`config.mk`:
```
export PLATFORM = sky130hd
export DESIGN_NAME = ascon_enc_ctrl
export DESIGN_NICKNAME = d
export VERILOG_FILES = /design/src/rtl/ascon_pack.sv /design/src/rtl/round_counter.sv /design/src/rtl/ascon_enc_ctrl.sv
export SDC_FILE = /design/constraint.sdc
export NUM_CORES = 1
export LEC_CHECK = 0
export CAP_MARGIN = 25
export CORE_MARGIN = 4
export CORE_UTILIZATION = 50
export CTS_CLUSTER_DIAMETER = 30
export DETAILED_ROUTE_END_ITERATION = 12
export PLACE_DENSITY_LB_ADDON = 0.3
export SYNTH_ARGS = -nofsm -noshare
export SYNTH_HDL_FRONTEND = slang
export SYNTH_HIERARCHICAL = 1
export SYNTH_SLANG_ARGS = --single-unit
```
`constraint.sdc`:
```
create_clock -name clock_i -period 1.9 [get_ports clock_i]
set_input_delay 0.38 -clock clock_i [delete_from_list [all_inputs] [get_ports clock_i]]
set_output_delay 0.38 -clock clock_i [all_outputs]
set_load 0.05 [all_outputs]
```
`src/rtl/ascon_pack.sv`:
```
// Shared state type and round-index constants for the ASCON-128 encryption controller.
package ascon_pack;

    typedef enum logic [2:0] {
        IDLE,
        INIT,
        WAIT_AD,
        AD,
        WAIT_PT,
        PT,
        FINAL,
        DONE
    } type_ctrl_state;

    localparam logic [3:0] ROUND_A_START = 4'd0;
    localparam logic [3:0] ROUND_B_START = 4'd6;
    localparam logic [3:0] ROUND_LAST    = 4'd11;

endpackage

```
`src/rtl/round_counter.sv`:
```
// Permutation round index: reloads with a start index, steps once per enabled cycle,
// and flags the last round of the current permutation.
module round_counter
    import ascon_pack::*;
(
    input  logic       clock_i,
    input  logic       resetb_i,
    input  logic       load,
    input  logic [3:0] load_val,
    input  logic       en,
    input  logic [3:0] last_val,
    output logic [3:0] count,
    output logic       last
);

    always_ff @(posedge clock_i or negedge resetb_i) begin
        if (!resetb_i) begin
            count <= 4'd0;
        end else if (load) begin
            count <= load_val;
        end else if (en && (count != ROUND_LAST)) begin
            // Saturate at the final constant index so round_o never leaves 0..11.
            count <= count + 4'd1;
        end
    end

    assign last = (count == last_val);

endmodule

```
`src/rtl/ascon_enc_ctrl.sv`:
```
// Sequencing FSM for the ASCON-128 encryption datapath (init, one AD block, NB_PT PT blocks, final).
// Define ASCON_CTRL_ASSERT_EN to embed SVA checks on the control outputs.
//
// state   | meaning
// --------+-------------------------------------------------------------
// IDLE    | no message; waits for start_i
// INIT    | p^a over IV||K||N, key XORed into S3:S4 on the last round
// WAIT_AD | requests the associated-data block
// AD      | p^b with the AD block, domain-separation bit on the last round
// WAIT_PT | requests the next plaintext block
// PT      | p^b with a plaintext block, ciphertext captured on round one
// FINAL   | p^a with the last PT block, key XOR before and after, tag capture
// DONE    | one-cycle completion pulse
module ascon_enc_ctrl
    import ascon_pack::*;
#(
    parameter int unsigned NB_PT    = 4,
    parameter int unsigned ROUNDS_A = 12,
    parameter int unsigned ROUNDS_B = 6
) (
    input  logic       clock_i,
    input  logic       resetb_i,
    input  logic       start_i,
    input  logic       data_valid_i,
    output logic       block_req_o,
    output logic [3:0] round_o,
    output logic       sel_init_o,
    output logic       en_reg_state_o,
    output logic       en_xor_data_begin_o,
    output logic       en_xor_key_begin_o,
    output logic       en_xor_key_end_o,
    output logic       en_xor_lsb_o,
    output logic       en_cipher_o,
    output logic       en_tag_o,
    output logic       busy_o,
    output logic       done_o
);

    localparam logic [3:0] A_LAST  = 4'(ROUNDS_A - 1);
    localparam logic [3:0] B_START = 4'(32'd12 - ROUNDS_B);
    localparam logic [3:0] BLK_MAX = 4'(NB_PT - 1);

    type_ctrl_state state_q, state_d;

    logic [3:0] round;
    logic       rc_last;
    logic       rc_load;
    logic [3:0] rc_load_val;
    logic       rc_en;
    logic [3:0] rc_last_val;
    logic [3:0] blk_q;
    logic       blk_clr;
    logic       blk_inc;
    logic       first_a;
    logic       first_b;

    round_counter u_round_counter (
        .clock_i  (clock_i),
        .resetb_i (resetb_i),
        .load     (rc_load),
        .load_val (rc_load_val),
        .en       (rc_en),
        .last_val (rc_last_val),
        .count    (round),
        .last     (rc_last)
    );

    always_ff @(posedge clock_i or negedge resetb_i) begin
        if (!resetb_i) begin
            state_q <= IDLE;
            blk_q   <= 4'd0;
        end else begin
            state_q <= state_d;
            if (blk_clr) begin
                blk_q <= 4'd0;
            end else if (blk_inc) begin
                blk_q <= blk_q + 4'd1;
            end
        end
    end

    // p^a ends at ROUNDS_A-1, p^b always ends on the last constant index.
    assign rc_last_val = ((state_q == INIT) || (state_q == FINAL)) ? A_LAST : ROUND_LAST;

    always_comb begin
        state_d     = state_q;
        rc_load     = 1'b0;
        rc_load_val = ROUND_A_START;
        rc_en       = 1'b0;
        blk_clr     = 1'b0;
        blk_inc     = 1'b0;
        case (state_q)
            IDLE: begin
                if (start_i) begin
                    state_d     = INIT;
                    rc_load     = 1'b1;
                    rc_load_val = ROUND_A_START;
                end
            end
            INIT: begin
                if (rc_last) state_d = WAIT_AD;
                else         rc_en   = 1'b1;
            end
            WAIT_AD: begin
                if (data_valid_i) begin
                    state_d     = AD;
                    rc_load     = 1'b1;
                    rc_load_val = B_START;
                end
            end
            AD: begin
                if (rc_last) begin
                    state_d = WAIT_PT;
                    blk_clr = 1'b1;
                end else begin
                    rc_en = 1'b1;
                end
            end
            WAIT_PT: begin
                if (data_valid_i) begin
                    rc_load = 1'b1;
                    if (blk_q < BLK_MAX) begin
                        state_d     = PT;
                        rc_load_val = B_START;
                    end else begin
                        state_d     = FINAL;
                        rc_load_val = ROUND_A_START;
                    end
                end
            end
            PT: begin
                if (rc_last) begin
                    state_d = WAIT_PT;
                    blk_inc = 1'b1;
                end else begin
                    rc_en = 1'b1;
                end
            end
            FINAL: begin
                if (rc_last) state_d = DONE;
                else         rc_en   = 1'b1;
            end
            DONE: begin
                state_d = IDLE;
            end
            default: begin
                state_d = IDLE;
            end
        endcase
    end

    assign first_a = (round == ROUND_A_START);
    assign first_b = (round == B_START);
    assign round_o = round;

    always_comb begin
        block_req_o         = 1'b0;
        sel_init_o          = 1'b0;
        en_reg_state_o      = 1'b0;
        en_xor_data_begin_o = 1'b0;
        en_xor_key_begin_o  = 1'b0;
        en_xor_key_end_o    = 1'b0;
        en_xor_lsb_o        = 1'b0;
        en_cipher_o         = 1'b0;
        en_tag_o            = 1'b0;
        busy_o              = (state_q != IDLE);
        done_o              = 1'b0;
        case (state_q)
            INIT: begin
                en_reg_state_o   = 1'b1;
                sel_init_o       = first_a;
                en_xor_key_end_o = rc_last;
            end
            WAIT_AD, WAIT_PT: begin
                block_req_o = 1'b1;
            end
            AD: begin
                en_reg_state_o      = 1'b1;
                en_xor_data_begin_o = first_b;
                en_xor_lsb_o        = rc_last;
            end
            PT: begin
                en_reg_state_o      = 1'b1;
                en_xor_data_begin_o = first_b;
                en_cipher_o         = first_b;
            end
            FINAL: begin
                en_reg_state_o      = 1'b1;
                en_xor_data_begin_o = first_a;
                en_cipher_o         = first_a;
                en_xor_key_begin_o  = first_a;
                en_xor_key_end_o    = rc_last;
                en_tag_o            = rc_last;
            end
            DONE: begin
                done_o = 1'b1;
            end
            default: begin
            end
        endcase
    end

`ifdef ASCON_CTRL_ASSERT_EN
    a_round_max: assert property (@(posedge clock_i) disable iff (!resetb_i)
        round_o <= ROUND_LAST);
    a_end_excl: assert property (@(posedge clock_i) disable iff (!resetb_i)
        !(en_xor_key_end_o && en_xor_lsb_o));
    a_req_no_load: assert property (@(posedge clock_i) disable iff (!resetb_i)
        block_req_o |-> !en_reg_state_o);
    a_done_pulse: assert property (@(posedge clock_i) disable iff (!resetb_i)
        done_o |=> !done_o);
    a_busy_idle: assert property (@(posedge clock_i) disable iff (!resetb_i)
        (!busy_o) == (state_q == IDLE));
`endif

endmodule

```
==> metrics, run 1 <==
Area Growth Syn to Fin 68.51%; violation count after the first detailed-route iteration 50; Post-Syn Area 949.7 µm²; sequential area share after synthesis 28.99%; Worst setup EP type output pin; Static Leak 0.7571 nW; Synth Register Bits 11; setup TNS -1.172 ns; failing checks negative setup slack; pre-CTS WS -0.06179 ns; num rows 15; r2r startpoint u_round_counter/count[3]$_DFFE_PN0P_; Mean Syn Cell Area 8.404 µm²; Synth Instances 113; Worst Path Max Fanout 3; Multi-input gate area 769.5 µm²; Global Route Usage Sum 26.02%; Slew HR 66.87%; Hold-fix buffers, CTS 0; GR Overflow Total 0; reg-to-reg slack, setup -0.07 ns; crit path time final 2.135 ns; area leader, netlist dfrtp_1; Max Cap Viol 0; Final Skew 0.003055 ns; first-pass GRT wire length 4954 µm; crit path launch u_round_counter/count[2]$_DFFE_PN0P_; pin count of the biggest net entering global routing 18; maximum VDD drop 1.347 mV; CTS Buffer Depth 2; Post-synth EDFFs 0; Synth top area share 28.99%; FF/Latch Area 286.5 µm²; Clock Tree Root clkbuf_4; Detail Route Antenna Nets 0; kind of start point of the critical path flip-flop; Starting Density 53.83%; WS Path Type flip-flop to output pin; initial antenna violation count 0; Port Buffer Count 18; worst slew pin tran 0.4954 ns; worst hold margin 0.4279 ns; top post-synthesis cells by area dfrtp_1 29%, nand2_1 4.3%, xor2_1 3.7%, buf_2 3.2%, mux2i_1 3.2%; CTS tree built; synth cell count leaders 11 x dfrtp_1, 11 x nand2_1, 6 x buf_2, 6 x o21ai_1, 5 x nor2_1; CP endpoint en_xor_key_begin_o; asr flop ratio synth 100.0%; PD cells 1704 mW/mm²; number of I/O pins 19; endpoints failing setup 8; Clock Sinks 11; filler cell count in the final layout 72; R2R depth 8; Final Hold Viols 0; vias 1,085; outcome finished, violations left; CTS Buf Count 3; Diodes inserted 0; final count of pins violating max slew 0; DIE WIDTH 51.58 µm; DP HPWL 1913 µm; vias in the first global route 1,007; crit share post-route 112.4%; DRT Pass-1 Iters 4; Die Area 0.002661 mm²; Req. time, crit path 1.52 ns; final setup margin -0.2349 ns; Reg clk slew, reported paths 0.07 ns; drt drc 0; Layout Utilization 90.71%; per-cell routed wire length 20.15 µm; htree depth 1; CP arrival 1.75 ns; layout cells sized above 1 45.81%; Synth cell types 46; Die H 51.58 µm; Synth Flop Type dfrtp_1; WL final 3627 µm; fmax 468.4 MHz; Reg2Reg Capture Point u_round_counter/count[3]$_DFFE_PN0P_; Synthesis Warnings 6; class of the worst hold path input port to asynchronous set/reset pin; core area 0.001764 mm²; Layout Nets 162; routability cong. 0.7701; later-pin clock latency in the skew report 0.28 ns; vias per cell 6.028; RSZ-0062 raised after global routing true
-- layout by cell type, fill, tap and decap left out, types with 4 or more instances in the layout --
master     n
dfrtp_1    4
o21ai_1    4
conb_1     6
buf_12    11
nand2b_1   4
inv_1      4
nand2_1    9
a21oi_1    4
dfrtp_2    6
buf_4     25
-- layer usage --
metal	vias to the layer above	track usage [%]	part of all wire [%]
met1	523	29.08	37
li1	482	-	-
met4	0	13.54	6.6
met3	19	4.871	5.4
met2	61	46.40	51
met5	-	0	0
-- repair_timing --
item                                    4_1_cts  5_1_grt
pin swaps                                     6        9
endpoints found under the setup margin        7       15
hold endpoints to repair                      0        0
setup buffers                                 8        5
resized for setup                            11       10
-- stage by stage --
step,instances,total power [mW],area (µm²)
2_1_floorplan,117,1.628,1041
3_3_place_gp,165,2.071,1396
3_5_place_dp,165,2.137,1396
4_1_cts,177,2.456,1528
5_1_grt,180,2.865,1600
6_report,180,2.727,1600
-- registers in the layout, indices dropped and copies added (netlist names) --
signal                 count
blk_q                      4
u_round_counter/count      4
state_q                    3
-- worst min path at each step --
stage,to,startpoint,slack [ns],cells past startpoint
after floorplan,blk_q[0]$_DFFE_PN0P_,resetb_i,0.08,0
after global placement,blk_q[1]$_DFFE_PN0P_,blk_q[1]$_DFFE_PN0P_,0.54,1
after detailed placement,blk_q[1]$_DFFE_PN0P_,blk_q[1]$_DFFE_PN0P_,0.54,1
after CTS,state_q[2]$_DFFE_PN0P_,resetb_i,0.44,1
after global routing,blk_q[1]$_DFFE_PN0P_,resetb_i,0.44,1
final,blk_q[0]$_DFFE_PN0P_,resetb_i,0.43,1
-- layout make-up --
type / count / area share [%]
multi-input cells: 94 / 48.08
clock buffers: 4 / 1.642
repair buffers: 42 / 29.48
well taps: 25 / 1.955
flip-flops and latches: 11 / 17.90
inverters: 4 / 0.9382
-- power breakdown --
part	switching [mW]	internal (mW)
registers	0.159	0.351
clock network	0.0860	0.0817
logic	1.13	0.918
total	1.38	1.35
-- cells by family (layout without fill, tap and decap cells) --
| kind of cell | after synthesis | count (layout) | synth area share, % |
|---|---|---|---|
| AO/OA/AOI/OAI | 27 | 27 | 20.03 |
| AND/OR/NAND/NOR | 47 | 47 | 29.64 |
| adder cells (fa/ha/maj) | 2 | 2 | 2.635 |
| flip-flops | 11 | 11 | 28.99 |
| other | 2 | 6 | 0.7908 |
| multiplexers | 5 | 5 | 5.534 |
| buffers and inverters | 12 | 50 | 5.928 |
| XOR/XNOR | 7 | 7 | 6.456 |
-- critical path, stage by stage, from the launching register on --
cell	delay, ns
dfrtp_4	0.48
buf_6	0.13
nor4b_4	0.35
buf_4	0.17
and3_4	0.20
buf_12	0.13
Power figures use the tool's default switching activity.
==> inputs of run 2 (changes only) <==
ABC_AREA = 1   (was default)
SKIP_CTS_REPAIR_TIMING = 1   (was default)
==> run 2 against run 1 <==
  * The flow now finishes without violations
  * Fmax is 14% higher
  * Synthesized area down 4.2%
  * Worst setup slack gained 0.26 ns
  * Synthesized cell count is 25% higher
  * Non-clock buffer count shrank 11
  * Count of clock-buffer cells in the layout unchanged
  * Clock skew up 0.0084 ns
  * Die area fell by 3.6%
  * Routed wire length shrank 24%
  * Register-to-register slack better by 0.22 ns
  * Final area down 9.9%
  * Largest power group unchanged
  * Highest routed layer unchanged
==> metrics, run 2 <==
outcome complete, no violations; Post-synth EDFFs 0; Global Route Usage Sum 19.93%; mux cell area share after synthesis 0%; initial antenna violation count 0; Clock Tree Root clkbuf_4; Die H 50.65 µm; CTS tree built; Synth top area share 30.26%; PD cells 1950 mW/mm²; crit share post-route 98.74%; routability cong. 0.8061; Post-Syn Area 909.6 µm²; final setup margin 0.02393 ns; area leader, netlist dfrtp_1; Area Growth Syn to Fin 58.46%; post-synthesis adder-cell area fraction 2.751%; Clock Sinks 11; filler cell count in the final layout 106; setup TNS 0 ns; crit path launch state_q[1]$_DFFE_PN0P_; later-pin clock latency in the skew report 0.28 ns; Mean Syn Cell Area 6.451 µm²; Synth Area in Compound Gates 7.978%; Starting Density 52.68%; worst slew pin tran 0.5379 ns; per-cell routed wire length 13.55 µm; synth cell count leaders 43 x nand2_1, 20 x nand3_1, 15 x inv_1; DP HPWL 1762 µm; DIE WIDTH 50.65 µm; Port Buffer Count 18; fmax 533.0 MHz; Final Hold Viols 0; most common cell after layout, fill and taps aside nand2_1; pre-CTS WS 0.1150 ns; Regs by FF count blk_q x4, u_round_counter/count x4, state_q x3; vias 1,088; first-pass GRT wire length 3974 µm; GR Overflow Total 0; asr flop ratio synth 100.0%; Reg clk slew, reported paths 0.08 ns; main combinational cell family by area after synthesis simple AND/OR/NAND/NOR gates; DRT Pass-1 Iters 4; Worst setup EP type output pin; most frequent cells in the layout 42 x nand2_1, 18 x nand3_1, 17 x buf_4; maximum VDD drop 1.514 mV; Die Area 0.002565 mm²; WL final 2750 µm; XOR/XNOR Fraction of Synth Area 3.851%; Synth Register Bits 11; count leader, synth nand2_1; number of I/O pins 19; violation count after the first detailed-route iteration 53; Worst Path Max Fanout 5; Synth Flop Type dfrtp_1; kind of start point of the critical path flip-flop; final count of pins violating max slew 0; RSZ-0062 raised after global routing true; Req. time, crit path 1.52 ns; core area 0.001727 mm²; WS Path Type flip-flop to output pin; Synth Instances 141; crit path time final 1.876 ns; top post-synthesis cells by area dfrtp_1 30%, nand2_1 18%, nand3_1 11%, inv_1 6.2%, nor2_1 4.5%; endpoints failing setup 0; Synthesis Warnings 6; Max Cap Viol 0; CTS Buf Count 3; r2r startpoint state_q[0]$_DFFE_PN0P_; CP arrival 1.50 ns; layout cells sized above 1 38.20%; pin count of the biggest net entering global routing 12; CTS Buffer Depth 2; num rows 15; class of the worst hold path input port to asynchronous set/reset pin; Synth cell types 25; Slew HR 64.03%; vias per cell 5.360; Layout Nets 185; htree depth 1; drt drc 0; Static Leak 0.7327 nW; Final Skew 0.01143 ns; Diodes inserted 0; vias in the first global route 919; Simple-Gate Fraction of Synth Area 44.29%; sequential area share after synthesis 30.26%; Detail Route Antenna Nets 0
## run 2: cell types whose count changed after synthesis, sizes merged, moves of 3 or more
cell,before,now
nand2,11,48
nand3,3,21
inv,4,20
nor2,5,13
buf,7,2
and3,4,0
nand2b,4,0
mux2i,3,0
nor2b,3,0
nor3b,3,0
o21ai,6,9
o22ai,3,0
## run 2: worst paths after layout
| kind | endpoint | slack [ns] | cells after the start |
|---|---|---|---|
| max | en_xor_data_begin_o | 0.02 | 7 |
| min | blk_q[1]$_DFFE_PN0P_ | 0.44 | 1 |
| max reg2reg | u_round_counter/count[3]$_DFFE_PN0P_ | 0.15 | 9 |
| min reg2reg | blk_q[3]$_DFFE_PN0P_ | 0.57 | 2 |
| max in group asynchronous | u_round_counter/count[3]$_DFFE_PN0P_ | 1.06 | 1 |
| min in group clock_i | blk_q[3]$_DFFE_PN0P_ | 0.57 | 2 |
## run 2: routing by layer
metal  vias up  global-route usage [%]  part of all wire, %
li1        517                       -                    -
met1       509                   23.13                   39
met2        51                   35.43                   52
met3        11                   5.045                  6.1
met4         0                   6.278                  3.1
met5         -                       0                    0
## run 2: per-stage QoR
step	hold slack (ns)	instance area (µm²)	total power [mW]	util, %	cells
floorplan	0.08441	974.7	1.768	-	145
global placement	0.5238	1300	2.304	75.29	190
detailed placement	0.5496	1300	2.356	75.29	190
CTS	0.4604	1326	2.535	76.81	194
global route	0.4806	1441	3.007	83.48	203
finish	0.4442	1441	2.810	83.48	203
## run 2: where the power goes
part           internal [mW]  switching [mW]  total [mW]  leakage, nW
clock                 0.0815          0.0890       0.170       0.0150
sequential             0.357           0.147       0.505        0.130
combinational          0.799            1.34        2.13        0.588
## run 2: worst max-delay path, cell delays in order, from the launching register on
cell     delay [ns]
dfrtp_2        0.41
inv_2          0.09
nor2_4         0.15
nand2_4        0.12
nor2_4         0.13
inv_1          0.07
o21ai_2        0.08
buf_12         0.16
## run 2: layout make-up
type / instances / area [µm²] / area share [%]
multi-input cells: 112 / 640.6 / 44.44
inverters: 20 / 81.33 / 5.642
clock buffers: 4 / 26.28 / 1.823
well taps: 25 / 31.28 / 2.170
repair buffers: 31 / 377.9 / 26.22
flip-flops and latches: 11 / 284.0 / 19.70
## run 2: logic make-up (layout without fill, tap and decap cells)
kind of cell | after synthesis | in the layout
AND/OR/NAND/NOR | 87 | 87
buffers and inverters | 22 | 55
AO/OA/AOI/OAI | 13 | 13
flip-flops | 11 | 11
XOR/XNOR | 4 | 4
adder cells (fa/ha/maj) | 2 | 2
other | 2 | 6
==> inputs of run 3 (changes only) <==
CAP_MARGIN = default   (was 25)
PLACE_DENSITY = 0.9   (was default)
PLACE_DENSITY_LB_ADDON = default   (was 0.3)
SKIP_CTS_REPAIR_TIMING = default   (was 1)
==> run 3 against run 2 <==
  * The run now ends with negative setup slack left
  * Critical path depth down 1
  * Non-clock buffer count up 5
  * Clock power about the same
  * Final cell count up 2.5%
  * Worst setup slack worse by 0.12 ns
  * Clock skew down 0.0057 ns
  * Fmax down 6.0%
  * Worst hold slack better by 0.029 ns
  * Register-to-register slack worse by 0.06 ns
  * Largest cell class unchanged
==> metrics, run 3 (synthesized netlist as in run 2, its figures left out) <==
DP Area 0.001300 mm²; WL final 3837 µm; final cell count without fillers 208; crit-path max cell delay 0.43 ns; CTS Buffer Depth 2; CP arrival 1.62 ns; RSZ-0062 raised after global routing true; vias in the first global route 1,074; Area Growth Syn to Fin 67.68%; clock power share 5.5%; layout cells sized above 1 42.62%; Static Leak 0.7614 nW; per-cell routed wire length 18.45 µm; number of I/O pins 19; violation count after the first detailed-route iteration 91; final setup margin -0.09621 ns; Final Hold Viols 0; maximum VDD drop 1.535 mV; PD cells 2025 mW/mm²; Slew HR 61.14%; Regs by FF count blk_q x4, u_round_counter/count x4, state_q x3; worst-path cell chain xnor2_2 -> nand2_2 -> nor3_4 -> inv_2 -> a21oi_4 -> buf_12; htree depth 1; Port Buffer Count 18; endpoints failing setup 7; DRT Pass-1 Iters 5; worst hold margin 0.4733 ns; failing checks negative setup slack; Max Cap Viol 0; vias 1,214; kind of start point of the critical path flip-flop; core area 0.001727 mm²; worst slew pin tran 0.5811 ns; Detail Route Antenna Nets 0; slowest library cell on the worst path dfrtp_2; Reg clk slew, reported paths 0.08 ns; sw frac 56.33%; DP HPWL 2063 µm; fmax 501.0 MHz; Final Skew 0.005749 ns; Clock Sinks 11; crit path time final 1.996 ns; Reg2Reg Capture Point blk_q[3]$_DFFE_PN0P_; initial antenna violation count 0; outcome finished, violations left; Internal 1.349 mW; Worst setup EP type output pin; Layout Nets 190; Clock Tree Root clkbuf_4; num rows 15; vias per cell 5.837; most common cell after layout, fill and taps aside nand2_1; dpl cells 190; class of the worst hold path input port to asynchronous set/reset pin; Starting Density 52.68%; Worst Path Max Fanout 5; Seq pwr share 16.9%; CTS tree built; Global Route Usage Sum 25.50%; crit share post-route 105.1%; pre-CTS WS 0.1160 ns; most frequent cells in the layout 42 x nand2_1, 18 x nand3_1, 18 x buf_4; first-pass GRT wire length 4926 µm; Die H 50.65 µm; routability cong. 0.8654; pin count of the biggest net entering global routing 12; CTS Buf Count 3; Die Area 0.002565 mm²; final count of pins violating max slew 0; drt drc 0; WS Path Type flip-flop to output pin; later-pin clock latency in the skew report 0.27 ns; Layout Utilization 88.33%; GR Overflow Total 0; reg-to-reg slack, setup 0.09 ns; Req. time, crit path 1.52 ns; Comb power frac 77.5%; Diodes inserted 0; R2R depth 9; Psw 1.740 mW; r2r startpoint u_round_counter/count[2]$_DFFE_PN0P_; fin area 0.001525 mm²; DIE WIDTH 50.65 µm
run 3: per-stage QoR:
stage	TNS [ns]	power (mW)
3_5_place_dp	0	2.386
6_report	-0.4457	3.088
4_1_cts	-0.05658	2.724
2_1_floorplan	0	1.768
3_3_place_gp	0	2.300
5_1_grt	-0.7340	3.247
run 3: power by group through the flow:
stage / sequential, mW / combinational [mW] / clock (mW)
CTS: 0.518 / 2.04 / 0.166
global route: 0.538 / 2.53 / 0.180
detailed placement: 0.509 / 1.88 / 0
global placement: 0.497 / 1.80 / 0
finish: 0.523 / 2.39 / 0.170
floorplan: 0.594 / 1.17 / 0
run 3: worst max path at each step:
stage / cells past startpoint / slack (ns) / to / start
4_1_cts: 6 / -0.03 / en_xor_key_end_o / u_round_counter/count[2]$_DFFE_PN0P_
5_1_grt: 6 / -0.15 / en_xor_key_end_o / u_round_counter/count[2]$_DFFE_PN0P_
6_report: 6 / -0.1 / en_xor_key_end_o / u_round_counter/count[2]$_DFFE_PN0P_
2_1_floorplan: 5 / 0.0006 / en_xor_key_end_o / u_round_counter/count[3]$_DFFE_PN0P_
3_5_place_dp: 6 / 0.12 / en_xor_key_end_o / u_round_counter/count[3]$_DFFE_PN0P_
3_3_place_gp: 6 / 0.16 / en_xor_key_end_o / u_round_counter/count[3]$_DFFE_PN0P_
run 3: repair_timing:
item / CTS / global route
endpoints found under the setup margin: 6 / 7
gates resized for setup: 12 / 11
buffers inserted: 6 / 8
hold buffers: 0 / 0
pin swaps: 4 / 8
run 3: worst max-delay path: cells and delay by family, from the launching register on:
family | cells | cell delay, ns
XOR/XNOR | 1 | 0.20
AND/OR/NAND/NOR | 2 | 0.27
buffers and inverters | 2 | 0.28
AO/OA/AOI/OAI | 1 | 0.16
flip-flops | 1 | 0.43
run 3: layout make-up:
cell class              instances  area, µm²
inverters                      20      81.33
repair buffers                 36      447.9
fillers                        87      201.4
clock buffers                   4      26.28
flip-flops and latches         11      284.0
multi-input cells             112      654.4
well taps                      25      31.28
run 3: layer usage:
metal | part of all wire, % | global-route usage [%]
met1 | 35 | 25.27
met4 | 8.1 | 16.59
met3 | 11 | 5.638
met5 | 0 | 0
met2 | 46 | 46.96
